$ cat src/rtl/pc_sequencer.sv
// Next-PC controller: selects the fetch address from increment, jump, call,
// return or interrupt vector, and owns a register-based return-address stack.
module pc_sequencer #(
  parameter int          DEPTH  = 8,
  parameter logic [14:0] VECTOR = 15'h0004
) (
  input  logic                       CLK,
  input  logic                       nRESET,
  input  logic                       STALL,
  input  logic                       JUMP,
  input  logic                       CALL,
  input  logic                       RET,
  input  logic                       RETI,
  input  logic [14:0]                JADDR,
  input  logic                       EI,
  input  logic                       DI,
  input  logic                       IRQ,
  output logic [14:0]                PC,
  output logic [$clog2(DEPTH):0]     SP,
  output logic                       IE,
  output logic                       IACK,
  output logic                       OVF,
  output logic                       UNF,
  output logic                       FAULT
);

  localparam int AW  = $clog2(DEPTH);
  localparam int SPW = AW + 1;
  localparam logic [SPW-1:0] FULL = SPW'(DEPTH);

  typedef enum logic [1:0] {
    RUN   = 2'd0,
    INT   = 2'd1,
    FLT   = 2'd2
  } state_t;

  state_t           state_q, state_d;
  logic [14:0]      pc_q, pc_d;
  logic [SPW-1:0]   sp_q, sp_d;
  logic             ie_q, ie_d;
  logic             ovf_q, ovf_d;
  logic             unf_q, unf_d;
  logic [14:0]      stack_q [DEPTH];

  logic             push_en;
  logic [14:0]      push_data;
  logic [AW-1:0]    wr_idx;
  logic [AW-1:0]    rd_idx;
  logic [14:0]      pc_inc;

  assign wr_idx = sp_q[AW-1:0];
  assign rd_idx = wr_idx - AW'(1);
  assign pc_inc = pc_q + 15'd1;

  always_comb begin
    state_d   = state_q;
    pc_d      = pc_q;
    sp_d      = sp_q;
    ie_d      = ie_q;
    ovf_d     = ovf_q;
    unf_d     = unf_q;
    push_en   = 1'b0;
    push_data = pc_inc;

    unique case (state_q)
      RUN: begin
        if (!STALL) begin
          // A pending interrupt aborts the current instruction outright.
          if (IRQ && ie_q) begin
            state_d = INT;
          end else begin
            if (RETI || RET) begin
              if (sp_q == '0) begin
                unf_d   = 1'b1;
                state_d = FLT;
              end else begin
                pc_d = stack_q[rd_idx];
                sp_d = sp_q - SPW'(1);
                if (RETI) ie_d = 1'b1;
              end
            end else if (CALL) begin
              if (sp_q == FULL) begin
                ovf_d   = 1'b1;
                state_d = FLT;
              end else begin
                push_en   = 1'b1;
                push_data = pc_inc;
                sp_d      = sp_q + SPW'(1);
                pc_d      = JADDR;
              end
            end else if (JUMP) begin
              pc_d = JADDR;
            end else begin
              pc_d = pc_inc;
            end
            if (EI) ie_d = 1'b1;
            if (DI) ie_d = 1'b0;
          end
        end
      end
      INT: begin
        if (!STALL) begin
          if (sp_q == FULL) begin
            ovf_d   = 1'b1;
            state_d = FLT;
          end else begin
            push_en   = 1'b1;
            push_data = pc_q;
            sp_d      = sp_q + SPW'(1);
            pc_d      = VECTOR;
            ie_d      = 1'b0;
            state_d   = RUN;
          end
        end
      end
      FLT: begin
      end
      default: state_d = RUN;
    endcase
  end

  always_ff @(posedge CLK or negedge nRESET) begin
    if (!nRESET) begin
      state_q <= RUN;
      pc_q    <= '0;
      sp_q    <= '0;
      ie_q    <= 1'b0;
      ovf_q   <= 1'b0;
      unf_q   <= 1'b0;
    end else begin
      state_q <= state_d;
      pc_q    <= pc_d;
      sp_q    <= sp_d;
      ie_q    <= ie_d;
      ovf_q   <= ovf_d;
      unf_q   <= unf_d;
    end
  end

  // Stack contents carry no reset; only the occupancy counter is cleared.
  always_ff @(posedge CLK) begin
    if (push_en) stack_q[wr_idx] <= push_data;
  end

  assign PC    = pc_q;
  assign SP    = sp_q;
  assign IE    = ie_q;
  assign OVF   = ovf_q;
  assign UNF   = unf_q;
  assign IACK  = (state_q == INT);
  assign FAULT = (state_q == FLT);

endmodule

$ cat config.mk
export PLATFORM = sky130hd
export DESIGN_NAME = pc_sequencer
export DESIGN_NICKNAME = d
export VERILOG_FILES = /design/src/rtl/pc_sequencer.sv
export SDC_FILE = /design/constraint.sdc
export NUM_CORES = 1
export LEC_CHECK = 0
export CORE_ASPECT_RATIO = 1.2
export CORE_MARGIN = 2
export CORE_UTILIZATION = 30
export CTS_BUF_LIST = sky130_fd_sc_hd__clkbuf_8
export DETAILED_ROUTE_END_ITERATION = 6
export PLACE_DENSITY = 0.59
export SYNTH_ARGS = -nofsm -noshare
export SYNTH_HDL_FRONTEND = slang
export SYNTH_SLANG_ARGS = --single-unit
$ cat constraint.sdc
create_clock -name CLK -period 3.8 [get_ports CLK]
set_input_delay 0.38 -clock CLK [delete_from_list [all_inputs] [get_ports CLK]]
set_output_delay 0.38 -clock CLK [all_outputs]
set_load 0.01 [all_outputs]
==> run summary, run 1 <==
STA classifies the critical path startpoint as a flop. The part of the cycle the worst path needs came out at 76.6%. The startpoint identified for the worst register-to-register timing path is SP[1]. The share of synthesized area in the top cell type comes to 55.2%.

The simple-gate portion of the synthesized area is 11.6%. CTS saw 144 sinks. The worst setup path is captured at a flop. The deepest clock path buffer count is 2. The average detailed-routed wire length per instance came out at 20.8 um.

The run finished with clean final reports. After synthesis, the netlist uses 56 different library cells. The count of antenna diodes in the layout came out at 0. The clock input transition at the sequential cells of the worst setup and hold paths came out at 0.08 ns.

The aggregate global routing overflow is 0. The utilization of the core after routing came out at 36.4%. The overall via count from detail_route is 4156. For the worst setup path, the data required time is 4.00 ns. The final estimated routing congestion in global placement came out at 0.772. The area of the core is 0.0216 mm^2.

The max-slew violation total from the final report came to 0. The DRC violation count after routing came out at 0. The critical path goes through inv_1, ha_1, nand3b_1, and3_1, nor4_1, xor2_1. Clock tree synthesis inserted a total of 17 buffers.

For this block, the initial DRC count from the detailed router was 399. Across the run, the number of max-cap violations was 0. In this run, post-CTS hold repair placed 0 buffers.

Sorting the synthesized cells by area gives the leading types as sky130_fd_sc_hd__edfxtp_1 (55%), sky130_fd_sc_hd__mux4_2 (9.7%), sky130_fd_sc_hd__dfrtp_1 (9.2%). The first detailed-routing pass ran for 4 iterations. The setup path with the least slack is of type flop to flop. By area, the combinational part of the netlist is dominated by simple AND/OR/NAND/NOR gates.

The time the worst path needs with I/O delays and setup is 2.91 ns. Across the VDD grid, the largest voltage drop is 0.394 mV. Entering global routing, the biggest net connects 34 pins.

Post-CTS timing repair inserted 0 buffers for setup. The post-synthesis sequential element count came out at 144. The number of enable flip-flop cells after synthesis is 120. Setup slack on the worst reg-to-reg path comes out at 0.89 ns. The number of global-route vias before repair is 4187.

At the end of the flow, the number of nets in the layout was 546. The area enclosed by the die boundary is 0.0230 mm^2. The cell with the largest stage delay on the worst path is sky130_fd_sc_hd__dfrtp_1. The netlist area before placement is 0.00653 mm^2. The half-perimeter wire length after placement is 10600 um. The width of the die came out at 139 um. The die is 166 um tall. The parity-gate share of the synthesized area counting xor and xnor cells came out at 3.60%. The mean instance size in the synthesized netlist came out at 14.1 um^2. The wire length of the first global-routing pass came out at 25300 um. Setup violations remaining at the end of the flow were counted as 0.

Across every metal layer, demand over resource in global routing totals 14.8%. The share of flip-flops with an asynchronous set or reset is 16.7%. The number of top-level pins came out at 49. For the pin with the worst max-slew slack, the measured transition is 0.878 ns. The sequential fraction of the synthesis area came out at 64.4%. The number of input and output port buffers inserted is 48. Summing the areas of all compound-gate instances in the mapped netlist gives 6.86% of the synthesized area. The proportion of layout cells with a drive suffix above 1 is 17.4%. The signed area change from the synthesized netlist to the final layout is 20.3%. The signal arrival time at the worst endpoint came out at 3.11 ns. The biggest area contributor in the post-synthesis netlist is sky130_fd_sc_hd__edfxtp_1. In the synthesized netlist the dominant register cell turns out to be sky130_fd_sc_hd__edfxtp_1. The number of hold-slack violations in the final timing report is 0. The remaining number of nets flagged by the antenna check after routing came out at 0. Once the clock tree was built, the resizer swapped 0 gates to a different size. The share of synthesized cell area in full adder, half adder and majority cells came out at 0.575%.

The number of antenna violations at the first check in global routing came out at 0. CTS built an H-tree with a depth of 4. The worst slew slack as a fraction of its limit came out at 41.2%. The library cell used most frequently in the layout, excluding fill and tap cells, is sky130_fd_sc_hd__edfxtp_1. Yosys printed 0 warnings.

The initialized floorplan defines 59 standard-cell rows. The min-delay analysis places its worst path in the category input port to async pin. In the layout the commonest cells are sky130_fd_sc_hd__edfxtp_1 (120), sky130_fd_sc_hd__nand2_1 (56), sky130_fd_sc_hd__clkdlybuf4s50_1 (48). Dividing total power by cell area gives a power density of 808 mW/mm^2. Once the floorplan was initialized, standard cells occupied 30.3% of the core. The total leakage power is 2.71 nW. The largest fanout on the critical path came out at 11.

The cell at the root of the clock tree is sky130_fd_sc_hd__clkbuf_8. In the synthesized netlist, the number of instances is 462. The via density per instance is 5.18. The delay of the slowest cell on the worst path came out at 0.50 ns. The clock arrives with 0.0140 ns of skew. Setup repair after global routing left no endpoint under its margin. The total detailed-routing wirelength is 16700 um.

The clock tree from TritonCTS is done. The synthesized net count is 490. In this run the worst setup path begins at SP[1].

The portion of synthesized area spent on multiplexers is 10.6%. The clock latency of the later-clocked register in the worst-skew pair came out at 0.45 ns. After layout, the design draws a total of 6.35 mW. The achievable frequency is 344 MHz.
-- final timing paths --
kind / to / cells past startpoint
worst max-delay path: stack_q[7][11] / 6
worst min-delay path: OVF / 2
worst max register to register: stack_q[7][11] / 6
worst min register to register: OVF / 1
max in group asynchronous: PC[8] / 2
min in group CLK: OVF / 1
-- layer usage --
metal	global-route usage, %	vias to the layer above	share of wire (%)
li1	-	1887	-
met1	19.2	2119	44
met2	24.5	126	50
met3	3.27	24	4.7
met4	5.27	0	2.0
met5	0	-	0
-- stage by stage --
stage | setup TNS (ns) | setup WS, ns | instance area (um^2) | hold WS (ns) | cells
after floorplan | -0.248 | -0.00828 | 6530 | 0.0844 | 462
after global placement | 0 | 1.09 | 7380 | 0.461 | 773
after detailed placement | 0 | 0.954 | 7380 | 0.469 | 773
after CTS | 0 | 0.923 | 7860 | 0.277 | 803
after global routing | 0 | 0.648 | 7860 | 0.321 | 803
final | 0 | 0.891 | 7860 | 0.294 | 803
-- worst max-delay path, delay by kind of cell (launching register included) --
kind,cells,cell delay (ns)
xor+xnor,1,0.42
fa+ha+maj,1,0.36
buf+inv,1,0.21
simple gates,3,1.15
flops,1,0.50
-- final cells by class --
type / instances / area [um^2]
multi-input cells: 284 / 2200
well taps: 274 / 343
clock buffers: 17 / 234
clock inverters: 13 / 244
inverters: 7 / 26.3
repair buffers: 64 / 601
flip-flops and latches: 144 / 4210
fillers: 2025 / 13700
-- cells in the mapped netlist (3+ instances only) --
| cell | number |
|---|---|
| sky130_fd_sc_hd__mux2i_1 | 3 |
| sky130_fd_sc_hd__ha_1 | 3 |
| sky130_fd_sc_hd__xor2_1 | 11 |
| sky130_fd_sc_hd__a32o_1 | 3 |
| sky130_fd_sc_hd__mux2_2 | 3 |
| sky130_fd_sc_hd__nand2b_1 | 4 |
| sky130_fd_sc_hd__o221ai_1 | 3 |
| sky130_fd_sc_hd__dfrtp_1 | 24 |
| sky130_fd_sc_hd__nand3_1 | 18 |
| sky130_fd_sc_hd__nor2_1 | 28 |
| sky130_fd_sc_hd__o21bai_1 | 4 |
| sky130_fd_sc_hd__nor4_1 | 6 |
| sky130_fd_sc_hd__edfxtp_1 | 120 |
| sky130_fd_sc_hd__clkbuf_1 | 14 |
| sky130_fd_sc_hd__mux4_2 | 28 |
| sky130_fd_sc_hd__a31oi_1 | 5 |
| sky130_fd_sc_hd__a22o_1 | 3 |
| sky130_fd_sc_hd__o21ai_0 | 13 |
| sky130_fd_sc_hd__and3_1 | 8 |
| sky130_fd_sc_hd__o2111ai_1 | 3 |
| sky130_fd_sc_hd__nand3b_1 | 3 |
| sky130_fd_sc_hd__o211ai_1 | 4 |
| sky130_fd_sc_hd__buf_2 | 8 |
| sky130_fd_sc_hd__nand2_1 | 56 |
| sky130_fd_sc_hd__a21o_1 | 3 |
| sky130_fd_sc_hd__a21oi_1 | 8 |
| sky130_fd_sc_hd__inv_1 | 6 |
| sky130_fd_sc_hd__nand4_1 | 5 |
| sky130_fd_sc_hd__or3_1 | 5 |
| sky130_fd_sc_hd__o22ai_1 | 3 |
| sky130_fd_sc_hd__xnor2_1 | 14 |
| sky130_fd_sc_hd__nor3_1 | 9 |
| sky130_fd_sc_hd__or2_2 | 6 |
-- where the power goes --
part | internal, mW | total (mW) | switching (mW)
sequential | 2.10 | 2.39 | 0.285
combinational | 1.12 | 2.50 | 1.38
clock | 0.900 | 1.46 | 0.562
total | 4.12 | 6.35 | 2.22
-- cells by family (layout without fill, tap and decap cells) --
group,after synthesis,in the layout
compound gates,64,64
xor+xnor,26,26
fa+ha+maj,3,3
buf+inv,34,101
flops,144,144
mux,34,34
simple gates,157,157
-- flip-flops by register name, summed over array words and instances (netlist names) --
| register | cells |
|---|---|
| stack_q | 120 |
| PC | 15 |
| SP | 4 |
| state_q | 2 |
| IE | 1 |
| OVF | 1 |
| UNF | 1 |
No activity file was read; power rests on OpenSTA's default activity.
==> run 2: changes to the inputs <==
--- a/config.mk
+++ b/config.mk
@@ -10,7 +10,7 @@
 export CORE_UTILIZATION = 30
 export CTS_BUF_LIST = sky130_fd_sc_hd__clkbuf_8
 export DETAILED_ROUTE_END_ITERATION = 6
-export PLACE_DENSITY = 0.59
+export PLACE_DENSITY = 0.57
 export SYNTH_ARGS = -nofsm -noshare
 export SYNTH_HDL_FRONTEND = slang
 export SYNTH_SLANG_ARGS = --single-unit
==> constraint.sdc (replaced) <==
create_clock -name CLK -period 2.7 [get_ports CLK]
set_input_delay 0.27 -clock CLK [delete_from_list [all_inputs] [get_ports CLK]]
set_output_delay 0.27 -clock CLK [all_outputs]
set_load 0.01 [all_outputs]
==> run summary, run 2 (synthesis results as in run 1) <==
Setup slack on the worst reg-to-reg path comes out at 0.18 ns. In this run, the combinational gates consume 43.2% of the power. In this run the worst hold path is classified as input port to async pin.

The actual slew at the worst max-slew pin came out at 0.670 ns. The proportion of layout cells with a drive suffix above 1 came out at 21.0%. The worst register-to-register path begins at SP[1]. The number of global-route vias before repair came to 4400. Once detail routing completed, the nets flagged for antenna violations numbered 0. The total detailed-routing wirelength came out at 17500 um. Clock-pin slew was measured on the worst setup and hold paths at 0.09 ns. The category of the critical setup timing path is flop to flop. In the final timing run, aggregate negative setup slack is 0 ns. For this run the aggregate overflow at the end of global routing stands at 0.

For this design the top-level I/O count stands at 49. The endpoint identified for the worst register-to-register timing path is stack_q[1][11]. The cell at the root of the clock tree is sky130_fd_sc_hd__clkbuf_8. The time the worst path needs with I/O delays and setup is 2.52 ns. The portion of total power attributed to sequential cells came out at 37.6%. The total cell area at the placement stage came out at 0.00761 mm^2. The clock network fraction of total power is 19.2%. The average detailed-routed wire length per instance is 21.3 um. Counting every sink on the clock net gives 144. The total iterations of the first detailed-routing run came out at 4. The power density over the cells is 1090 mW/mm^2.

The deepest clock path buffer count came out at 2. The wire length of the first global-routing pass came out at 26600 um. Setup violations remaining at the end of the flow were counted as 0. At the end of the flow, the number of nets in the layout was 562. stack_q holds more flip-flops than any other register. The peak supply drop is 0.374 mV. The area enclosed by the die boundary is 0.0230 mm^2.

The design area is 0.00800 mm^2. The reported net switching power is 3.20 mW. The clock skew came out at 0.0150 ns. In the layout the commonest cells are sky130_fd_sc_hd__edfxtp_1 (120), sky130_fd_sc_hd__nand2_1 (56), sky130_fd_sc_hd__clkdlybuf4s50_1 (48). Data on the critical path is required at its endpoint by 2.88 ns.

The signed area change from the synthesized netlist to the final layout came out at 22.5%. Once placement completed, the tool counted placed cells totaling 789. The design draws 8.73 mW.

Hold is met by 0.193 ns. Max-cap violations in this run came to 0. The run finished with clean final reports.

Prior to clock tree synthesis, the placed netlist has a worst setup slack of 0.169 ns. For this design the static power due to leakage is 2.78 nW. Measured along the x axis, the die boundary spans 139 um. The overall global routing resource usage is 15.6%. The number of cells upsized or downsized after cts is 0.

The depth of the worst register-to-register path came out at 6. Setup repair after global routing left no endpoint under its margin. In the post-route analysis, the smallest setup slack over all paths is 0.184 ns. The achievable frequency is 398 MHz. In this run the worst path has a maximum fanout of 8.

At the later pin of the worst-skew pair, clock insertion delay measures 0.46 ns. The category of the worst setup path launch point is a flop. The repair_antennas step left the layout with diodes totalling 0. The area of the core came out at 0.0216 mm^2. The number of antenna violations at the first check in global routing came to 0. The number of hold-slack violations in the final timing report came to 0. The vertical die dimension came out at 166 um. The internal cell power came out at 5.53 mW. The half-perimeter wire length after placement came out at 11500 um. The number of buffers added for setup after CTS is 0. The utilization of the core after routing is 37.1%.

The largest net degree at the start of global routing is 33. The worst slew slack as a fraction of its limit came out at 55.0%. The DRC violation count after routing is 0. The number of buffers inserted during clock tree synthesis is 17. The overall via count from detail_route came out at 4274.

The number of flip-flops under the largest register name came out at 120. The signal arrival time at the worst endpoint is 2.70 ns. The max-slew violation total from the final report is 0. The number of input and output port buffers inserted is 48. The most common cell after layout, fill and taps aside is sky130_fd_sc_hd__edfxtp_1. The switching share of power came out at 36.7%. The fill cell total of the finished layout is 2054. The number of rows created at floorplan is 59. For this design, the CTS-stage hold fixing added 0 buffers. Of the available clock period, the critical path in the final layout requires 93.2%. The number of levels the H-tree was split into is 4.

STA classifies the critical path endpoint as a flop. TritonCTS built the clock tree. In the routed layout, each cell is associated on average with a via count of 5.21. The initial DRC count came out at 366. The number of cells in the finished layout apart from fillers came out at 821. At the end of routability-driven placement, the weighted congestion stood at 0.819. The effective utilization at floorplan is 30.3%.
[run 2: changes by cell type in the layout (fill, tap and decap cells not counted), sizes merged]
cell and change:
buf +16, bufinv -5, clkbuf +1, clkinv +2, clkinvlp +1, inv +3
[run 2: critical path: stages, from the launching register on]
cell and delay, ns:
sky130_fd_sc_hd__dfrtp_2 0.40, sky130_fd_sc_hd__inv_1 0.20, sky130_fd_sc_hd__ha_1 0.28, sky130_fd_sc_hd__nand3b_1 0.12, sky130_fd_sc_hd__and3_1 0.33, sky130_fd_sc_hd__nor4_1 0.41, sky130_fd_sc_hd__xor2_1 0.50
[run 2: layout make-up]
| cell class | instances | area, um^2 | area share, % |
|---|---|---|---|
| Timing Repair Buffer | 80 | 783 | 9.79 |
| Sequential cell | 144 | 4210 | 52.6 |
| Tap cell | 274 | 343 | 4.29 |
| Inverter | 7 | 27.5 | 0.344 |
| Clock inverter | 14 | 141 | 1.77 |
| Multi-Input combinational cell | 284 | 2250 | 28.1 |
| Clock buffer | 18 | 248 | 3.10 |
[run 2: power groups by stage]
stage	clock network, mW	registers (mW)	logic (mW)
6_report	1.67	3.29	3.77
5_1_grt	1.81	3.32	4.14
4_1_cts	1.72	3.29	3.83
3_5_place_dp	0	3.33	3.82
3_3_place_gp	0	3.32	3.73
2_1_floorplan	0	3.28	2.52
[run 2: worst max path at each step]
stage	startpoint	endpoint	slack [ns]	cells past startpoint
4_1_cts	SP[1]	stack_q[1][11]	0.18	6
2_1_floorplan	SP[0]	stack_q[5][0]	0.02	8
6_report	SP[1]	stack_q[1][11]	0.18	6
5_1_grt	SP[1]	stack_q[1][11]	0.03	6
3_3_place_gp	STALL	stack_q[2][3]	0.21	6
3_5_place_dp	STALL	stack_q[4][3]	0.17	6
[run 2: layer usage]
| metal | up-vias | GRT usage, % | share of wire, % |
|---|---|---|---|
| met5 | - | 0 | 0 |
| met4 | 0 | 5.49 | 1.9 |
| met3 | 21 | 2.60 | 4.8 |
| met2 | 135 | 27.4 | 52 |
| met1 | 2191 | 19.5 | 41 |
| li1 | 1927 | - | - |
==> run 3: changes to the inputs <==
--- a/config.mk
+++ b/config.mk
@@ -11,6 +11,7 @@
 export CTS_BUF_LIST = sky130_fd_sc_hd__clkbuf_8
 export DETAILED_ROUTE_END_ITERATION = 6
 export PLACE_DENSITY = 0.57
+export RECOVER_POWER = 25
 export SYNTH_ARGS = -nofsm -noshare
 export SYNTH_HDL_FRONTEND = slang
 export SYNTH_SLANG_ARGS = --single-unit
==> run summary, run 3 (synthesis results as in run 1) <==
The flow ran to the end, but the final reports show violations. The final reports fail on max-capacitance violations, max-slew violations. The signed area change from the synthesized netlist to the final layout is 22.0%. The number of antenna violations at the first check in global routing is 0. The half-perimeter wire length after placement is 11500 um. The area taken by multi-input logic gates is 0.00225 mm^2. The number of clock sinks came out at 144. The total leakage power is 2.78 nW. The layout has 2055 filler cells. 49 I/O pins were placed. For the worst setup path, the data arrival time is 2.63 ns.

Clock tree synthesis selected as its root buffer the cell sky130_fd_sc_hd__clkbuf_8. The peak supply drop came out at 0.366 mV. The total detailed-routing wirelength is 17400 um. Dividing the detail-routed wire length by the instance count gives 21.2 um. Using the TritonRoute via totals, the vias-per-cell ratio works out to 5.21. STA classifies the critical path startpoint as a flop. The remaining number of nets flagged by the antenna check after routing came out at 0. Across the run, the number of max-cap violations was 1.

Row generation in the floorplan step produced 59 rows. The final estimated routing congestion in global placement is 0.819. The number of levels the H-tree was split into is 4. The category of the critical setup timing path is flop to flop. The part of the cycle the worst path needs came out at 94.0%.

The area enclosed by the die boundary is 0.0230 mm^2. The width of the die came out at 139 um. The endpoint required time on the critical path is 2.79 ns. The number of cells in the finished layout apart from fillers is 821. The smallest hold slack came out at 0.427 ns.

The vertical die dimension is 166 um. The power consumption came out at 8.63 mW. Global routing used 15.6% of the available tracks across all layers. Summed over all layers, the global routing overflow is 0. The clock latency of the later-clocked register in the worst-skew pair came out at 0.46 ns.

The count of buffers added on input and output ports is 48. The clock passes through at most 2 buffers. The quantity of hold-fixing buffers added after cts came out at 0. The initial utilization of the core area, before any placement, comes to 30.3%.

The total iterations of the first detailed-routing run came out at 5. Clock skew on the completed layout was measured at 0.0155 ns. The most common cell after layout, fill and taps aside is sky130_fd_sc_hd__edfxtp_1. The wire length of the first global-routing pass came out at 26600 um. The setup total negative slack is 0 ns. The number of global-route vias before repair is 4400. The largest fanout on the critical path is 15. The register with the most flip-flops in the layout has 120 of them.

Once placement completed, the tool counted placed cells totaling 789. Static timing analysis puts the maximum clock frequency at 394 MHz. After detailed routing, the number of remaining DRC violations is 0.

The clock tree from TritonCTS is done. The power density over the cells is 1080 mW/mm^2. The number of buffers added for setup after CTS came out at 0. The worst min-delay path class is input port to flop. The largest net degree at the start of global routing is 33. Gates resized during post-CTS repair numbered 0. The actual slew at the worst max-slew pin came out at 1.51 ns. The area of the core came out at 0.0216 mm^2. The proportion of layout cells with a drive suffix above 1 came out at 20.1%. The time the worst path needs with I/O delays and setup is 2.54 ns. In the layout the commonest cells are sky130_fd_sc_hd__edfxtp_1 (120), sky130_fd_sc_hd__nand2_1 (56), sky130_fd_sc_hd__mux4_2 (28). Counting the buffers created by CTS gives 17. The initial DRC count is 383.

The register ranked first by flip-flop count is stack_q. The nature of the critical path endpoint is a flop. After clock tree synthesis, the clock-pin slew on the worst setup and hold paths is 0.08 ns. The number of antenna diodes in the final layout is 0. The worst pin sits at a relative slew slack of -0.664%. Setup repair after global routing left no endpoint under its margin.

The setup-violating endpoint count in the final report is 0. The max-slew violation total from the final report came out at 25. The net count reported at finish came out at 562. For this block, the via count after detailed routing is 4276. The flip-flop and latch area came out at 0.00421 mm^2. The number of hold-slack violations in the final timing report is 0.
run 3: cell count changes in the layout (fill, tap and decap cells not counted), sizes merged:
cell	delta
buf	-8
clkbuf	+8
clkdlybuf4s50	-23
dlygate4sd3	+23
run 3: stage by stage:
stage	utilization, %	setup slack, ns	cell area (um^2)
CTS	37.1	0.184	8000
finish	37.0	0.162	7970
floorplan	-	0.0216	6620
detailed placement	35.3	0.169	7610
global route	37.0	0.0243	7970
global placement	35.3	0.214	7610
run 3: power breakdown:
group	total, mW	internal [mW]	switching, mW	leakage, nW
logic	3.68	1.64	2.05	1.20
clock network	1.67	0.842	0.830	0.202
registers	3.28	2.96	0.317	1.37
total	8.63	5.44	3.19	2.78
run 3: area by class of cell:
cell class              instances  share of cell area [%]
repair buffers                 80                    9.46
clock buffers                  18                    3.11
multi-input cells             284                    28.2
flip-flops and latches        144                    52.8
inverters                       7                   0.345
clock inverters                14                    1.77
well taps                     274                    4.30
run 3: final timing paths:
check                       start             to  slack [ns]  cells past startpoint
max                         SP[0]  stack_q[7][5]        0.16                      8
min                            DI             IE        0.43                      2
max reg2reg                 SP[0]  stack_q[7][5]        0.16                      8
min reg2reg                   OVF            OVF        0.48                      1
max in group asynchronous  nRESET          SP[0]        0.99                      2
min in group asynchronous  nRESET         PC[14]        0.71                      2
run 3: routing by layer:
metal	global-route usage (%)	vias to the layer above	wire length, um
met4	5.49	0	304
met2	27.4	130	9180
met5	0	-	0
met3	2.60	18	721
li1	-	1932	-
met1	19.5	2196	7240
run 3: worst max-delay path: stages, from the launching register on:
cell and delay, ns:
sky130_fd_sc_hd__dfrtp_2 0.37, sky130_fd_sc_hd__clkinv_2 0.16, sky130_fd_sc_hd__ha_1 0.30, sky130_fd_sc_hd__nand3b_1 0.12, sky130_fd_sc_hd__clkbuf_1 0.28, sky130_fd_sc_hd__nand2_1 0.12
sky130_fd_sc_hd__or2_4 0.31, sky130_fd_sc_hd__nor2_2 0.08, sky130_fd_sc_hd__buf_2 0.44
